### src/rtl/draw_pkg.sv
// Shared types, screen geometry and FSM encoding for the projected-triangle path.
package draw_pkg;

   localparam int unsigned SCREEN_W = 640;
   localparam int unsigned SCREEN_H = 480;
   localparam int unsigned COORD_W  = 16;
   localparam int unsigned PIX_W    = 10;
   localparam int unsigned DIV_W    = 26;
   localparam int unsigned MAP_W    = 28;

   typedef logic signed [2:0][COORD_W-1:0] vertex3_t;
   typedef logic [2:0][1:0][PIX_W-1:0]     proj_tri_t;

   typedef enum logic [2:0] {
      ST_IDLE,
      ST_RUN,
      ST_CHECK,
      ST_DIV,
      ST_CULL,
      ST_PUSH,
      ST_DONE
   } state_e;

   // Clamp a signed screen coordinate into [0, lim-1].
   function automatic logic [PIX_W-1:0] clamp_pix(input logic signed [MAP_W-1:0] v,
                                                  input int unsigned lim);
      logic signed [MAP_W-1:0] hi;
      logic [PIX_W-1:0]        res;
      hi = $signed(MAP_W'(lim - 1));
      if (v[MAP_W-1])
         res = '0;
      else if (v > hi)
         res = PIX_W'(lim - 1);
      else
         res = v[PIX_W-1:0];
      return res;
   endfunction

endpackage

### src/rtl/seq_divider.sv
// Unsigned restoring divider: one quotient bit per cycle, first bit resolved on the start edge.
module seq_divider
   import draw_pkg::*;
(
   input  logic             Clk,
   input  logic             Reset,
   input  logic             start,
   input  logic [DIV_W-1:0] num,
   input  logic [DIV_W-1:0] den,
   output logic             busy,
   output logic             done,
   output logic [DIV_W-1:0] quot
);

   localparam int unsigned CNT_W = 5;

   logic [DIV_W:0]   rem_q, rem_d;
   logic [DIV_W-1:0] quo_q, quo_d;
   logic [DIV_W-1:0] den_q, den_d;
   logic [CNT_W-1:0] cnt_q, cnt_d;
   logic             busy_q, busy_d;
   logic             done_q, done_d;

   logic             load;
   logic [DIV_W:0]   step_rem;
   logic [DIV_W-1:0] step_quo;
   logic [DIV_W-1:0] step_den;
   logic [DIV_W:0]   trial;

   assign load = start && !busy_q;

   always_comb begin
      rem_d    = rem_q;
      quo_d    = quo_q;
      den_d    = den_q;
      cnt_d    = cnt_q;
      busy_d   = busy_q;
      done_d   = 1'b0;
      step_rem = rem_q;
      step_quo = quo_q;
      step_den = den_q;

      if (load) begin
         step_rem = '0;
         step_quo = num;
         step_den = den;
         den_d    = den;
         cnt_d    = CNT_W'(DIV_W - 1);
         busy_d   = 1'b1;
      end else if (busy_q) begin
         cnt_d = cnt_q - 1'b1;
         if (cnt_q == CNT_W'(1)) begin
            busy_d = 1'b0;
            done_d = 1'b1;
         end
      end

      // Numerator bits shift out of the top of quo while quotient bits shift in below.
      trial = {step_rem[DIV_W-1:0], step_quo[DIV_W-1]};
      if (load || busy_q) begin
         if (trial >= {1'b0, step_den}) begin
            rem_d = trial - {1'b0, step_den};
            quo_d = {step_quo[DIV_W-2:0], 1'b1};
         end else begin
            rem_d = trial;
            quo_d = {step_quo[DIV_W-2:0], 1'b0};
         end
      end
   end

   always_ff @(posedge Clk) begin
      if (Reset) begin
         rem_q  <= '0;
         quo_q  <= '0;
         den_q  <= '0;
         cnt_q  <= '0;
         busy_q <= 1'b0;
         done_q <= 1'b0;
      end else begin
         rem_q  <= rem_d;
         quo_q  <= quo_d;
         den_q  <= den_d;
         cnt_q  <= cnt_d;
         busy_q <= busy_d;
         done_q <= done_d;
      end
   end

   assign busy = busy_q;
   assign done = done_q;
   assign quot = quo_q;

endmodule

### src/rtl/tri_project_writer.sv
// Perspective-projects streamed triangles, drops near-plane crossers and writes triangle_fifo.
// Optional BACKFACE_CULL_EN adds a signed-area cull stage after the divides.
module tri_project_writer
   import draw_pkg::*;
#(
   parameter logic [9:0] FOCAL = 10'd256,
   parameter int         CX    = 320,
   parameter int         CY    = 240,
   parameter int         ZNEAR = 1
) (
   input  logic                        Clk,
   input  logic                        Reset,
   input  logic                        start,
   input  logic                        tri_valid,
   output logic                        tri_ready,
   input  logic                        tri_last,
   input  logic [2:0][2:0][COORD_W-1:0] tri_xyz,
   input  logic                        fifo_full,
   output logic                        fifo_w,
   output proj_tri_t                   proj_triangle_in,
   output logic                        proj_done,
   output logic [15:0]                 drop_count
);

   state_e          state_q, state_d;
   vertex3_t [2:0]  xyz_q, xyz_d;
   logic            last_q, last_d;
   logic [2:0]      idx_q, idx_d;
   proj_tri_t       scr_q, scr_d;
   proj_tri_t       proj_q, proj_d;
   logic [15:0]     drop_q, drop_d, drop_inc;
   logic            ready_q, done_q;

   logic                     div_start, div_busy, div_done;
   logic [DIV_W-1:0]         div_quot, num_mag, den_mag;
   logic [1:0]               vsel;
   logic                     csel;
   logic signed [COORD_W-1:0] coord;
   logic signed [DIV_W-1:0]  prod, q_s;
   logic                     num_neg;
   logic signed [MAP_W-1:0]  q_w, scr_x, scr_y;
   logic [PIX_W-1:0]         pix;
   logic                     clip;

   // idx walks v0x,v0y,v1x,v1y,v2x,v2y.
   assign vsel    = idx_q[2:1];
   assign csel    = idx_q[0];
   assign coord   = $signed(xyz_q[vsel][csel]);
   assign prod    = DIV_W'(coord) * $signed(DIV_W'(FOCAL));
   assign num_neg = prod[DIV_W-1];
   assign num_mag = num_neg ? DIV_W'(-prod) : DIV_W'(prod);
   assign den_mag = DIV_W'(xyz_q[vsel][2]);
   assign q_s     = num_neg ? -$signed(div_quot) : $signed(div_quot);
   assign q_w     = MAP_W'(q_s);
   assign scr_x   = $signed(MAP_W'(CX)) + q_w;
   assign scr_y   = $signed(MAP_W'(CY)) - q_w;
   assign pix     = csel ? clamp_pix(scr_y, SCREEN_H) : clamp_pix(scr_x, SCREEN_W);

   assign div_start = (state_q == ST_DIV) && !div_busy && !div_done;
   assign drop_inc  = (drop_q == 16'hFFFF) ? drop_q : drop_q + 16'd1;

   always_comb begin
      clip = 1'b0;
      for (int v = 0; v < 3; v++) begin
         if (int'($signed(xyz_q[v][2])) < ZNEAR)
            clip = 1'b1;
      end
   end

`ifdef BACKFACE_CULL_EN
   localparam int unsigned AREA_W = 22;
   logic signed [AREA_W-1:0] dx1, dy1, dx2, dy2, area;
   logic                     area_pos;

   always_comb begin
      dx1  = $signed(AREA_W'(scr_q[1][0])) - $signed(AREA_W'(scr_q[0][0]));
      dy1  = $signed(AREA_W'(scr_q[1][1])) - $signed(AREA_W'(scr_q[0][1]));
      dx2  = $signed(AREA_W'(scr_q[2][0])) - $signed(AREA_W'(scr_q[0][0]));
      dy2  = $signed(AREA_W'(scr_q[2][1])) - $signed(AREA_W'(scr_q[0][1]));
      area = dx1 * dy2 - dx2 * dy1;
   end
   assign area_pos = !area[AREA_W-1] && (area != '0);
`endif

   seq_divider u_div (
      .Clk   (Clk),
      .Reset (Reset),
      .start (div_start),
      .num   (num_mag),
      .den   (den_mag),
      .busy  (div_busy),
      .done  (div_done),
      .quot  (div_quot)
   );

   always_comb begin
      state_d = state_q;
      xyz_d   = xyz_q;
      last_d  = last_q;
      idx_d   = idx_q;
      scr_d   = scr_q;
      proj_d  = proj_q;
      drop_d  = drop_q;

      case (state_q)
         ST_IDLE: begin
            if (start) begin
               drop_d  = '0;
               state_d = ST_RUN;
            end
         end
         ST_RUN: begin
            if (tri_valid && ready_q) begin
               xyz_d   = tri_xyz;
               last_d  = tri_last;
               state_d = ST_CHECK;
            end
         end
         ST_CHECK: begin
            if (clip) begin
               drop_d  = drop_inc;
               state_d = last_q ? ST_DONE : ST_RUN;
            end else begin
               idx_d   = '0;
               state_d = ST_DIV;
            end
         end
         ST_DIV: begin
            if (div_done) begin
               scr_d[vsel][csel] = pix;
               if (idx_q == 3'd5) begin
`ifdef BACKFACE_CULL_EN
                  state_d = ST_CULL;
`else
                  state_d = ST_PUSH;
`endif
               end else begin
                  idx_d = idx_q + 3'd1;
               end
            end
         end
`ifdef BACKFACE_CULL_EN
         ST_CULL: begin
            if (area_pos) begin
               state_d = ST_PUSH;
            end else begin
               drop_d  = drop_inc;
               state_d = last_q ? ST_DONE : ST_RUN;
            end
         end
`endif
         ST_PUSH: begin
            if (!fifo_full)
               state_d = last_q ? ST_DONE : ST_RUN;
         end
         ST_DONE: begin
            state_d = ST_IDLE;
         end
         default: begin
            state_d = ST_IDLE;
         end
      endcase

      // Output triangle only changes as a push begins, so it stays stable through the write.
      if ((state_d == ST_PUSH) && (state_q != ST_PUSH))
         proj_d = scr_d;
   end

   always_ff @(posedge Clk) begin
      if (Reset) begin
         state_q <= ST_IDLE;
         xyz_q   <= '0;
         last_q  <= 1'b0;
         idx_q   <= '0;
         scr_q   <= '0;
         proj_q  <= '0;
         drop_q  <= '0;
         ready_q <= 1'b0;
         done_q  <= 1'b0;
      end else begin
         state_q <= state_d;
         xyz_q   <= xyz_d;
         last_q  <= last_d;
         idx_q   <= idx_d;
         scr_q   <= scr_d;
         proj_q  <= proj_d;
         drop_q  <= drop_d;
         ready_q <= (state_d == ST_RUN);
         done_q  <= (state_d == ST_DONE);
      end
   end

   // Write enable must see the current full flag, so it is gated directly.
   assign fifo_w           = (state_q == ST_PUSH) && !fifo_full;
   assign tri_ready        = ready_q;
   assign proj_done        = done_q;
   assign proj_triangle_in = proj_q;
   assign drop_count       = drop_q;

endmodule

### config.mk
export PLATFORM = sky130hd
export DESIGN_NAME = tri_project_writer
export DESIGN_NICKNAME = d
export VERILOG_FILES = /design/src/rtl/draw_pkg.sv /design/src/rtl/seq_divider.sv /design/src/rtl/tri_project_writer.sv
export SDC_FILE = /design/constraint.sdc
export NUM_CORES = 1
export LEC_CHECK = 0
export ABC_CLOCK_PERIOD_IN_PS = 9100
export BUFFER_PORTS_ARGS = -buffer_cell sky130_fd_sc_hd__buf_2
export CAP_MARGIN = 40
export CORE_UTILIZATION = 25
export DETAILED_ROUTE_END_ITERATION = 10
export PLACE_DENSITY = 0.46
export SYNTH_ARGS = -nofsm -noshare
export SYNTH_HDL_FRONTEND = slang
export SYNTH_HIERARCHICAL = 1
export SYNTH_SLANG_ARGS = --single-unit
### constraint.sdc
create_clock -name Clk -period 9.1 [get_ports Clk]
set_clock_uncertainty 0.05 [all_clocks]
set_input_delay 1.82 -clock Clk [delete_from_list [all_inputs] [get_ports Clk]]
set_output_delay 1.82 -clock Clk [all_outputs]
set_load 0.1 [all_outputs]
=== After elaboration in Yosys (flattened, before gate mapping) ===
Index checks and enable logic that the tools add are counted.

* Register bits after elaboration: 374
* Input bits: 150
* Word-level logic and storage cells: 140

* $add $sub $neg: 8
* Eq/ne operators: 17
* $lt $le $gt $ge: 11
* Bitwise logic cells: 1
* Reductions and logical operators: 21
* Multiplexer cells: 48

{| class="wikitable"
|+ Operator list
! kind !! count
|-
| 2-to-1 mux 26 bit || 6
|-
| 2-to-1 mux 60 bit || 2
|-
| binary-select mux 48 bit (select 2 bit) || 1
|-
| 2-to-1 mux 16 bit || 5
|-
| bitwise mux 60 bit || 1
|-
| 2-to-1 mux 10 bit || 6
|-
| less-than comparator 16 x 2 -> 1 bit (second input constant) || 3
|-
| 2-to-1 mux 48 bit || 1
|-
| demux 20 bit (select 2 bit) || 1
|-
| one-hot mux 16 bit (2 select lines) || 1
|-
| 2-to-1 mux 3 bit || 10
|-
| adder 10 x 26 -> 27 bit (first input constant) || 1
|-
| >= comparator 27 x 26 -> 1 bit || 1
|-
| > comparator 27 x 10 -> 1 bit (second input constant) || 1
|-
| > comparator 27 x 11 -> 1 bit (second input constant) || 1
|-
| subtractor 9 x 26 -> 27 bit (first input constant) || 1
|-
| negator 24 -> 26 bit || 1
|-
| negator 26 bit || 1
|-
| subtractor 26 bit || 1
|-
| 2-to-1 mux 20 bit || 1
|-
| adder 16 x 1 -> 16 bit (second input constant) || 1
|-
| equality test 16 bit (second input constant) || 1
|-
| one-hot mux 3 bit (5 select lines) || 1
|-
| equality test 3 bit (second input constant) || 4
|-
| other kinds (27) || 53
|}

=== Depth between registers and ports, before layout ===
Gate-level depths: netlist of run 1.

* Word-level depth: 13
* Depth in mapped cells: 24

=== Modules after synthesis ===
Netlist of run 1, hierarchy kept.

{| class="wikitable"
|+ By module, submodules not included
! module !! area each (um2) !! instances !! cells each !! seq. area each (um2)
|-
| tri_project_writer || 14692.8 || 1 || 1962 || 5785.5
|-
| seq_divider || 5281.3 || 1 || 641 || 1701.6
|}

=== Least setup slack after synthesis of run 1 ===
Ideal clock, no wire load.

* Path kind: flip-flop to flip-flop
* From: register idx_q[1]
* To: register u_div.rem_q[13]
* Data required time: 8947 ps
* Cell stages (with the launch flop): 21
* Setup time: 103 ps
* Path slack: 3361 ps
* Arrival time: 5586 ps
* Clock period less this slack: 5739 ps
* Cell sequence: dfxtp_1 > buf_2 > buf_1 > buf_1 > clkbuf_1 > buf_1 > clkbuf_1 > mux2i_1 > o22ai_1 > mux2i_1 > ha_1 > clkbuf_1 > a21oi_1 > o21ai_1 > a21o_1 > a21o_1 > a211oi_1 > a21boi_4 > nor2_1 > xnor2_1 > a2111oi_2

{| class="wikitable"
|+ RTL lines
! what !! line !! text
|-
| start: declaration || tri_project_writer.sv:28 || <nowiki>logic [2:0] idx_q, idx_d;</nowiki>
|-
| start signal: assignment || tri_project_writer.sv:184 || <nowiki>idx_q <= idx_d;</nowiki>
|-
| binary-select mux 48 bit (select 2 bit) || tri_project_writer.sv:52 || <nowiki>assign den_mag = DIV_W'(xyz_q[vsel][2]);</nowiki>
|-
| 2-to-1 mux 48 bit (not written as such) || tri_project_writer.sv:52 ||
|-
| named net den_mag[15] || tri_project_writer.sv:35 || <nowiki>logic [DIV_W-1:0] div_quot, num_mag, den_mag;</nowiki>
|-
| 2-to-1 mux 26 bit || seq_divider.sv:43 || <nowiki>if (load) begin</nowiki>
|-
| >= comparator 27 x 26 -> 1 bit || seq_divider.sv:61 || <nowiki>if (trial >= {1'b0, step_den}) begin</nowiki>
|-
| 2-to-1 mux 26 bit || seq_divider.sv:61 ||
|-
| end signal: assignment || seq_divider.sv:80 || <nowiki>rem_q <= rem_d;</nowiki>
|-
| end: declaration || seq_divider.sv:17 || <nowiki>logic [DIV_W:0] rem_q, rem_d;</nowiki>
|}

The timed path passes the listed nets, and every way through them passes these cells. The select of a mux whose other input is x is not followed.
A chain may end at the register's enable or synchronous reset.

=== Final worst setup path of run 1 ===
* From: register u_div.quo_q[0], in the netlist u_div/quot[0]
* To: register scr_q[56] (netlist name)

* Cells in the longest elaborated chain, start to end: 10

{| class="wikitable"
|+ RTL lines
! what !! line !! text
|-
| start: declaration || seq_divider.sv:18 || <nowiki>logic [DIV_W-1:0] quo_q, quo_d;</nowiki>
|-
| start signal: assignment || seq_divider.sv:81 || <nowiki>quo_q <= quo_d;</nowiki>
|-
| negator 26 bit || tri_project_writer.sv:53 || <nowiki>assign q_s = num_neg ? -$signed(div_quot) : $signed(div_quot);</nowiki>
|-
| 2-to-1 mux 26 bit (*) || tri_project_writer.sv:53 ||
|-
| adder 10 x 26 -> 27 bit or subtractor 9 x 26 -> 27 bit (tied branches) || tri_project_writer.sv:55, tri_project_writer.sv:56 ||
|-
| > comparator 27 x 11 -> 1 bit or > comparator 27 x 10 -> 1 bit (tied branches) || draw_pkg.sv:32 || <nowiki>else if (v > hi)</nowiki>
|-
| 2-to-1 mux 10 bit || draw_pkg.sv:32 ||
|-
| 2-to-1 mux 10 bit || draw_pkg.sv:30 || <nowiki>if (v[MAP_W-1])</nowiki>
|-
| 2-to-1 mux 10 bit (*) || tri_project_writer.sv:57 || <nowiki>assign pix = csel ? clamp_pix(scr_y, SCREEN_H) : clamp_pix(scr_x, SCREEN_W);</nowiki>
|-
| bitwise mux 60 bit (*) || tri_project_writer.sv:130 || <nowiki>scr_d[vsel][csel] = pix;</nowiki>
|-
| 2-to-1 mux 60 bit (*) || tri_project_writer.sv:129 || <nowiki>if (div_done) begin</nowiki>
|-
| 2-to-1 mux 60 bit (*) || tri_project_writer.sv:105 || <nowiki>case (state_q)</nowiki>
|-
| end signal: assignment || tri_project_writer.sv:185 || <nowiki>scr_q <= scr_d;</nowiki>
|-
| end: declaration || tri_project_writer.sv:29 || <nowiki>proj_tri_t scr_q, scr_d;</nowiki>
|}

Every way passes the cells marked *; elsewhere a longest branch is shown, timed or not.

==> reports/metrics.yaml, run 1 <==
synth:
  yosysSeqAreaShare: 0.375
  synthArstFlopShare: 0
  syn_area_um2: 20000
  ys_warn_count: 6
  synthCells: 2603
  dominantRegCellSynth: "dfxtp_1"
  syn_avg_cell_area_um2: 7.67
  synth_top_area_frac: 0.375
  yosys.area.top_type: "dfxtp_1"
  synth_common_cells: "503 x nand2_1, 374 x dfxtp_1, 295 x a21oi_1, 237 x nor2_1, 157 x clkbuf_1"
  synth-edff-count: 0
  yosys.cell_types.count: 97
  synth.area.top_cells: "dfxtp_1 37%, nand2_1 9.5%, a21oi_1 7.4%"
  synth-seq-cells: 374
  yosysMostFrequentCell: "nand2_1"
hold_path:
  hold_end: "xyz_q[4]"
  min-delay-start: "xyz_q[4]"
  whs_path_depth: 2
  hp-class: "register to register"
job:
  maxCapViolations: 0
finish:
  drive_gt1_frac: 0.135
  syn_to_final_growth_pct: 17.2
  finalNetCount: 2912
  final_area_um2: 23400
  n_antenna_cell: 0
  seqCellArea_um2: 7490
  fin_util: 0.296
  multi_input_area_um2: 11600
  fill_cells: 8723
cts:
  cts_tree: "yes"
  path_clk_slew_ns: 0.07
  cts_root_buffer: "clkbuf_16"
  cts_buffers: 45
  ctsLongestPathBuffers: 3
  h-tree-depth: 2
  clock_latency_ns: 0.60
  cts_sinks: 374
  cts_setup_buffers: 0
  ctsHoldBuffers: 0
  ctsResizeCount: 0
timing:
  setup_viol: 0
  finalSetupTns_ns: 0
  relSlewSlack: 0.338
  min_period_ns: 5.89
  final_hold_viol_count: 0
  slew_viol_final: 0
  rsz0062_at_grt: "no"
  fin_crit_sh: 0.647
  tightest_slew_ns: 0.993
  achievable-frequency_mhz: 170
detailed_routing:
  wl_per_cell_um: 17.5
  viasPerCell: 4.90
  post-route-drc-count: 0
  dr.pass1.iters: 7
  routed_wl_um: 66600
  drtAntennaViolNets: 0
  drt_iter0_markers: 1337
  vias: 18600
power_and_ir_drop:
  leakagePower_uw: 0.00869
  vdd_drop_max_v: 0.000133
  p_per_area_nw_per_um2: 163
  finalPower_uw: 3820
placed_design:
  hpwl_um: 47200
  placed_cell_area_um2: 22000
  gp_congestion: 0.849
  port_buffers: 228
worst_setup_path:
  worstSetupEndpointType: "register"
  worstPathMaxFanout: 17
  rr_endpoint: "scr_q[56]"
  r2r_cells: 15
  crit_type: "register to register"
  r2r_slack_ns: 3.21
  worstPathRequired_ns: 9.49
  cp-start-kind: "register"
  arrival_ns: 6.28
  r2r_start: "u_div/quot[0]"
die:
  start_util: 0.253
  die_w_um: 285
  dieArea_um2: 81000
  rows: 103
  die_y_um: 285
  io_pins: 229
  core_um2: 79000
global_routing:
  grt_max_degree: 176
  antenna_found_initial: 0
  grt_pass1_wl_um: 105000
  track_usage: 0.160
  grt_pass1_vias: 17900
  grt_overflow_total: 0
outcome:
  status: "finished, final reports clean"
[where the power goes]
part | switching, uW | total, uW | leakage, uW | internal [uW]
Clock | 750 | 1740 | 0.000679 | 989
Sequential | 16.6 | 1670 | 0.00302 | 1660
Combinational | 258 | 407 | 0.00499 | 149
Total | 1020 | 3820 | 0.00869 | 2800
[cell type report]
cell class,instances,share of cell area
clock buffers,57,0.0509
flip-flops and latches,374,0.320
inverters,36,0.00577
multi-input cells,2014,0.497
clock inverters,17,0.00866
repair buffers,257,0.0614
well taps,1050,0.0561
[layer usage]
metal | track usage | up-vias | routed length [um] | share of wire
met5 | 0 | - | 0 | 0
met4 | 0.0401 | 0 | 1380 | 0.021
met3 | 0.0204 | 82 | 2610 | 0.039
met2 | 0.255 | 379 | 30000 | 0.45
met1 | 0.227 | 8745 | 32500 | 0.49
li1 | - | 9425 | - | -
[worst max-delay path by stage]
stage	startpoint	endpoint	slack, ns	cells past startpoint
2_1_floorplan	idx_q[1]	u_div/rem_q[13]	3.36	20
3_3_place_gp	idx_q[1]	scr_q[56]	3.30	13
3_5_place_dp	u_div/quot[0]	scr_q[56]	3.37	13
4_1_cts	u_div/quot[0]	scr_q[56]	3.33	13
5_1_grt	u_div/quot[0]	scr_q[56]	2.89	15
6_report	u_div/quot[0]	scr_q[56]	3.21	15
[per-stage QoR]
stage	setup WS, ns	std cells	hold slack, ns
after floorplan	3.36	2612	0.382
after global placement	3.30	3726	0.392
after detailed placement	3.37	3731	0.395
after CTS	3.33	3805	0.405
after global routing	2.89	3805	0.422
final	3.21	3805	0.401
[cell usage in the layout, fill, tap and decap left out, types with 25 or more instances in the layout]
cell type,synthesis,layout
a31oi_1,40,40
mux2i_1,101,101
inv_1,33,33
nand3_1,64,64
nand2_1,503,503
a21oi_1,295,295
ha_1,33,33
dfxtp_1,374,370
xor2_1,45,45
nor4_1,28,28
xnor2_1,57,57
nor3_1,49,47
clkbuf_16,0,45
a21o_1,25,25
o21ai_0,128,128
a211oi_1,36,36
nor2_1,237,235
buf_2,5,227
and2_1,32,32
[worst max-delay path, stage by stage (launching register included)]
cell       delay [ns]
dfxtp_1          0.49
inv_1            0.16
ha_1             0.40
nor4b_2          0.64
a21o_1           0.21
o2111ai_1        0.39
ha_1             0.43
inv_1            0.09
a311o_1          0.27
nand4_1          0.36
nor4_2           0.32
a31oi_1          0.13
a2111oi_2        0.62
and2_1           0.71
a21o_1           0.29
a41oi_1          0.13
[logic make-up (layout without fill, tap and decap cells)]
group                    count (synthesis)  after routing  share of synthesized area
XOR/XNOR                               102            102                     0.0447
multiplexers                           108            108                     0.0568
buffers and inverters                  224            367                     0.0463
other                                    1             10                   0.000188
AND/OR/NAND/NOR                       1052           1052                      0.235
adder cells (fa/ha/maj)                 35             35                     0.0222
AO/OA/AOI/OAI                          707            707                      0.220
flip-flops                             374            374                      0.375
[state kept, by name, summed over array words and instances, names as in the netlist]
register	count
drop_count	16
idx_q	3
last_q	1
proj_done	1
proj_triangle_in	60
scr_q	60
state_q	3
tri_ready	1
u_div/busy	1
u_div/cnt_q	5
u_div/den_q	26
u_div/done	1
u_div/quot	26
u_div/rem_q	26
xyz_q	144
(Power assumes the default switching activity.)
==> inputs of run 2 (changes only) <==
--- a/config.mk
+++ b/config.mk
@@ -5,12 +5,13 @@
 export SDC_FILE = /design/constraint.sdc
 export NUM_CORES = 1
 export LEC_CHECK = 0
-export ABC_CLOCK_PERIOD_IN_PS = 9100
+export ABC_AREA = 1
+export ABC_CLOCK_PERIOD_IN_PS = 5200
 export BUFFER_PORTS_ARGS = -buffer_cell sky130_fd_sc_hd__buf_2
 export CAP_MARGIN = 40
 export CORE_UTILIZATION = 25
 export DETAILED_ROUTE_END_ITERATION = 10
-export PLACE_DENSITY = 0.46
+export PLACE_DENSITY = 0.47
 export SYNTH_ARGS = -nofsm -noshare
 export SYNTH_HDL_FRONTEND = slang
 export SYNTH_HIERARCHICAL = 1
==> constraint.sdc (replaced) <==
create_clock -name Clk -period 5.2 [get_ports Clk]
set_clock_uncertainty 0.05 [all_clocks]
set_input_delay 1.04 -clock Clk [delete_from_list [all_inputs] [get_ports Clk]]
set_output_delay 1.04 -clock Clk [all_outputs]
set_load 0.1 [all_outputs]
==> run 2 against run 1 <==
  * Flip-flop and latch count unchanged
  * Register-to-register slack lost 2.4 ns
  * Final cell count up 17%
  * Final area increased by 4.8%
  * Core utilization rose by 0.25 points
  * Hold slack got worse by 0.0016 ns
  * Critical path depth rose by 10
  * First-iteration DRC count is 6.3% lower
  * Clock power is 80% higher
  * Maximum frequency grew 35%
  * Largest cell class unchanged
==> reports/metrics.yaml, run 2 <==
power_and_ir_drop:
  vdd_drop_max_v: 0.000225  # +69%
  p_per_area_nw_per_um2: 296  # +82%
  leakagePower_uw: 0.0121  # +39%
synth:
  synth_common_cells: "707 x nand2_1, 576 x nor2_1, 374 x dfxtp_1, 323 x inv_1, 232 x o21ai_0"
  syn_avg_cell_area_um2: 6.52  # -15%
  ys_warn_count: 6  # unchanged
  yosysMostFrequentCell: "nand2_1"
  synth.area.top_cells: "dfxtp_1 36%, nand2_1 13%, nor2_1 10%"
  synth_top_area_frac: 0.361  # -0.0143
  synthCells: 3185  # +22%
  dominantRegCellSynth: "dfxtp_1"
  yosys.cell_types.count: 62  # -36%
  yosys.area.top_type: "dfxtp_1"
  synth-edff-count: 0  # unchanged
  yosysSeqAreaShare: 0.361  # -0.0143
  syn_area_um2: 20800  # +4.0%
  synthArstFlopShare: 0  # unchanged
  synth-seq-cells: 374  # unchanged
timing:
  final_hold_viol_count: 0  # unchanged
  achievable-frequency_mhz: 229  # +35%
  min_period_ns: 4.37  # -1.52 ns
  fin_crit_sh: 0.840  # +0.193
  slew_viol_final: 0  # unchanged
  rsz0062_at_grt: "no"
  finalSetupTns_ns: 0  # unchanged
  setup_viol: 0  # unchanged
  tightest_slew_ns: 0.877  # -0.115 ns
  relSlewSlack: 0.414  # +0.0761
worst_setup_path:
  cp-start-kind: "register"
  worstSetupEndpointType: "register"
  worstPathRequired_ns: 5.61  # -3.88 ns
  arrival_ns: 4.78  # -1.50 ns
  crit_type: "register to register"
  worstPathMaxFanout: 13  # -4
  r2r_cells: 25  # +10
finish:
  largest-register: "xyz_q"
  largest_reg_flops: 144  # unchanged
  most-common-layout-cells: "707 x nand2_1, 572 x nor2_1, 374 x dfxtp_1"
  final_cells: 4468  # +17%
  drive_gt1_frac: 0.149  # +0.0141
  syn_to_final_growth_pct: 18.1
  layout_commonest_cell: "nand2_1"
  finalNetCount: 3547  # +22%
job:
  maxCapViolations: 0  # unchanged
cts:
  cts_root_buffer: "clkbuf_16"
  clock_latency_ns: 0.58  # -0.02 ns
  path_clk_slew_ns: 0.06  # about the same
  ctsLongestPathBuffers: 3  # unchanged
  cts_tree: "yes"
  h-tree-depth: 2  # unchanged
  cts_buffers: 43  # -4.4%
  ctsHoldBuffers: 0  # unchanged
  cts_sinks: 374  # unchanged
  ctsResizeCount: 0  # unchanged
  cts_setup_buffers: 0  # unchanged
placed_design:
  gp_congestion: 0.926  # +9.1%
  hpwl_um: 52600  # +11%
  port_buffers: 228  # unchanged
  placed_cells_incl_taps: 4388  # +18%
global_routing:
  grt-busiest-layer: "met2"
  grt_util_met2: 0.279  # +0.0240
  gr-usage-met1: 0.223  # -0.00403
  grt_max_degree: 93  # -47%
  track_usage: 0.166  # +0.00599
  grtUsageMet3: 0.0211  # +0.000722
  grt_pass1_wl_um: 112000  # +7.2%
  grt_pass1_vias: 19600  # +9.6%
  grt_overflow_total: 0  # unchanged
  antenna_found_initial: 8  # +8
die:
  io_pins: 229  # unchanged
  rows: 105  # +1.9%
  core_um2: 82100  # +3.9%
  die_y_um: 290  # +2.0%
  dieArea_um2: 84200  # +3.9%
  die_w_um: 290  # +2.0%
  start_util: 0.253  # about the same
detailed_routing:
  dr.pass1.iters: 5  # -2
  drtAntennaViolNets: 0  # unchanged
  post-route-drc-count: 0  # unchanged
  viasPerCell: 4.61  # -5.8%
  wl_per_cell_um: 16.0  # -8.5%
  routed_wl_um: 71500  # +7.5%
  drt_iter0_markers: 1253  # -6.3%
  vias: 20600  # +11%
hold_path:
  hp-class: "register to register"
  whs_path_depth: 2  # unchanged
outcome:
  status: "finished, final reports clean"
==> run 2: kinds of logic (layout without fill, tap and decap cells) <==
family,Yosys count,in the layout,share of synthesized area
compound gates,470,470,0.126
xor+xnor,39,39,0.0164
fa+ha+maj,34,34,0.0208
buf+inv,489,690,0.0937
flops,374,374,0.361
mux,20,20,0.00964
other cells,1,13,0.000181
simple gates,1758,1758,0.372
==> run 2: report_power, final <==
part           total (uW)  internal (uW)  switching (uW)
Clock                3130           1840            1290
Sequential           2950           2920            33.5
Combinational        1180            350             833
==> run 2: worst paths after layout <==
kind | startpoint | end | slack, ns
setup / recovery | u_div/quot[0] | proj_triangle_in[37] | 0.83
hold reg to reg | scr_q[39] | scr_q[39] | 0.40
hold / removal | scr_q[39] | scr_q[39] | 0.40
setup reg to reg | u_div/quot[0] | proj_triangle_in[37] | 0.83
==> run 2: stage by stage <==
step	setup WS, ns	instance area (um^2)	hold slack [ns]	power, uW	utilization
5_1_grt	0.372	24500	0.422	7610	0.299
3_3_place_gp	0.918	23000	0.388	4190	0.280
6_report	0.832	24500	0.400	7270	0.299
3_5_place_dp	0.868	23100	0.388	4190	0.281
4_1_cts	0.846	24500	0.400	7370	0.299
2_1_floorplan	1.44	20800	0.375	3810	-
==> run 2: metal layers <==
layer  share of wire  vias up
li1                -    10600
met1            0.47     9458
met2            0.47      429
met3           0.041       88
met4           0.020       10
met5         0.00094        -
==> run 2: area by class of cell <==
type,instances,area (um^2)
inverters,345,1300
multi-input cells,2331,11400
fillers,9153,57600
flip-flops and latches,374,7490
diodes,3,7.51
clock inverters,18,248
well taps,1070,1340
repair buffers,268,1550
clock buffers,59,1210
==> run 2: critical path: stages, from the launching register on <==
cell and delay (ns):
dfxtp_1 0.32, inv_1 0.23, ha_1 0.34, nand2_1 0.19, nor2_4 0.29, nand2_1 0.08
nand2_1 0.07, nand2_1 0.05, nand2_1 0.41, inv_2 0.15, nor2_4 0.15, nand2_1 0.11
nor2_4 0.16, nand2_2 0.09, nor2_2 0.11, nand3_1 0.07, o21ai_1 0.08, nand2_1 0.10
nor3_4 0.40, nand3_1 0.13, nand2_1 0.17, nand2_1 0.18, nand2_1 0.12, nand3_1 0.08
nand2_1 0.08, inv_1 0.03
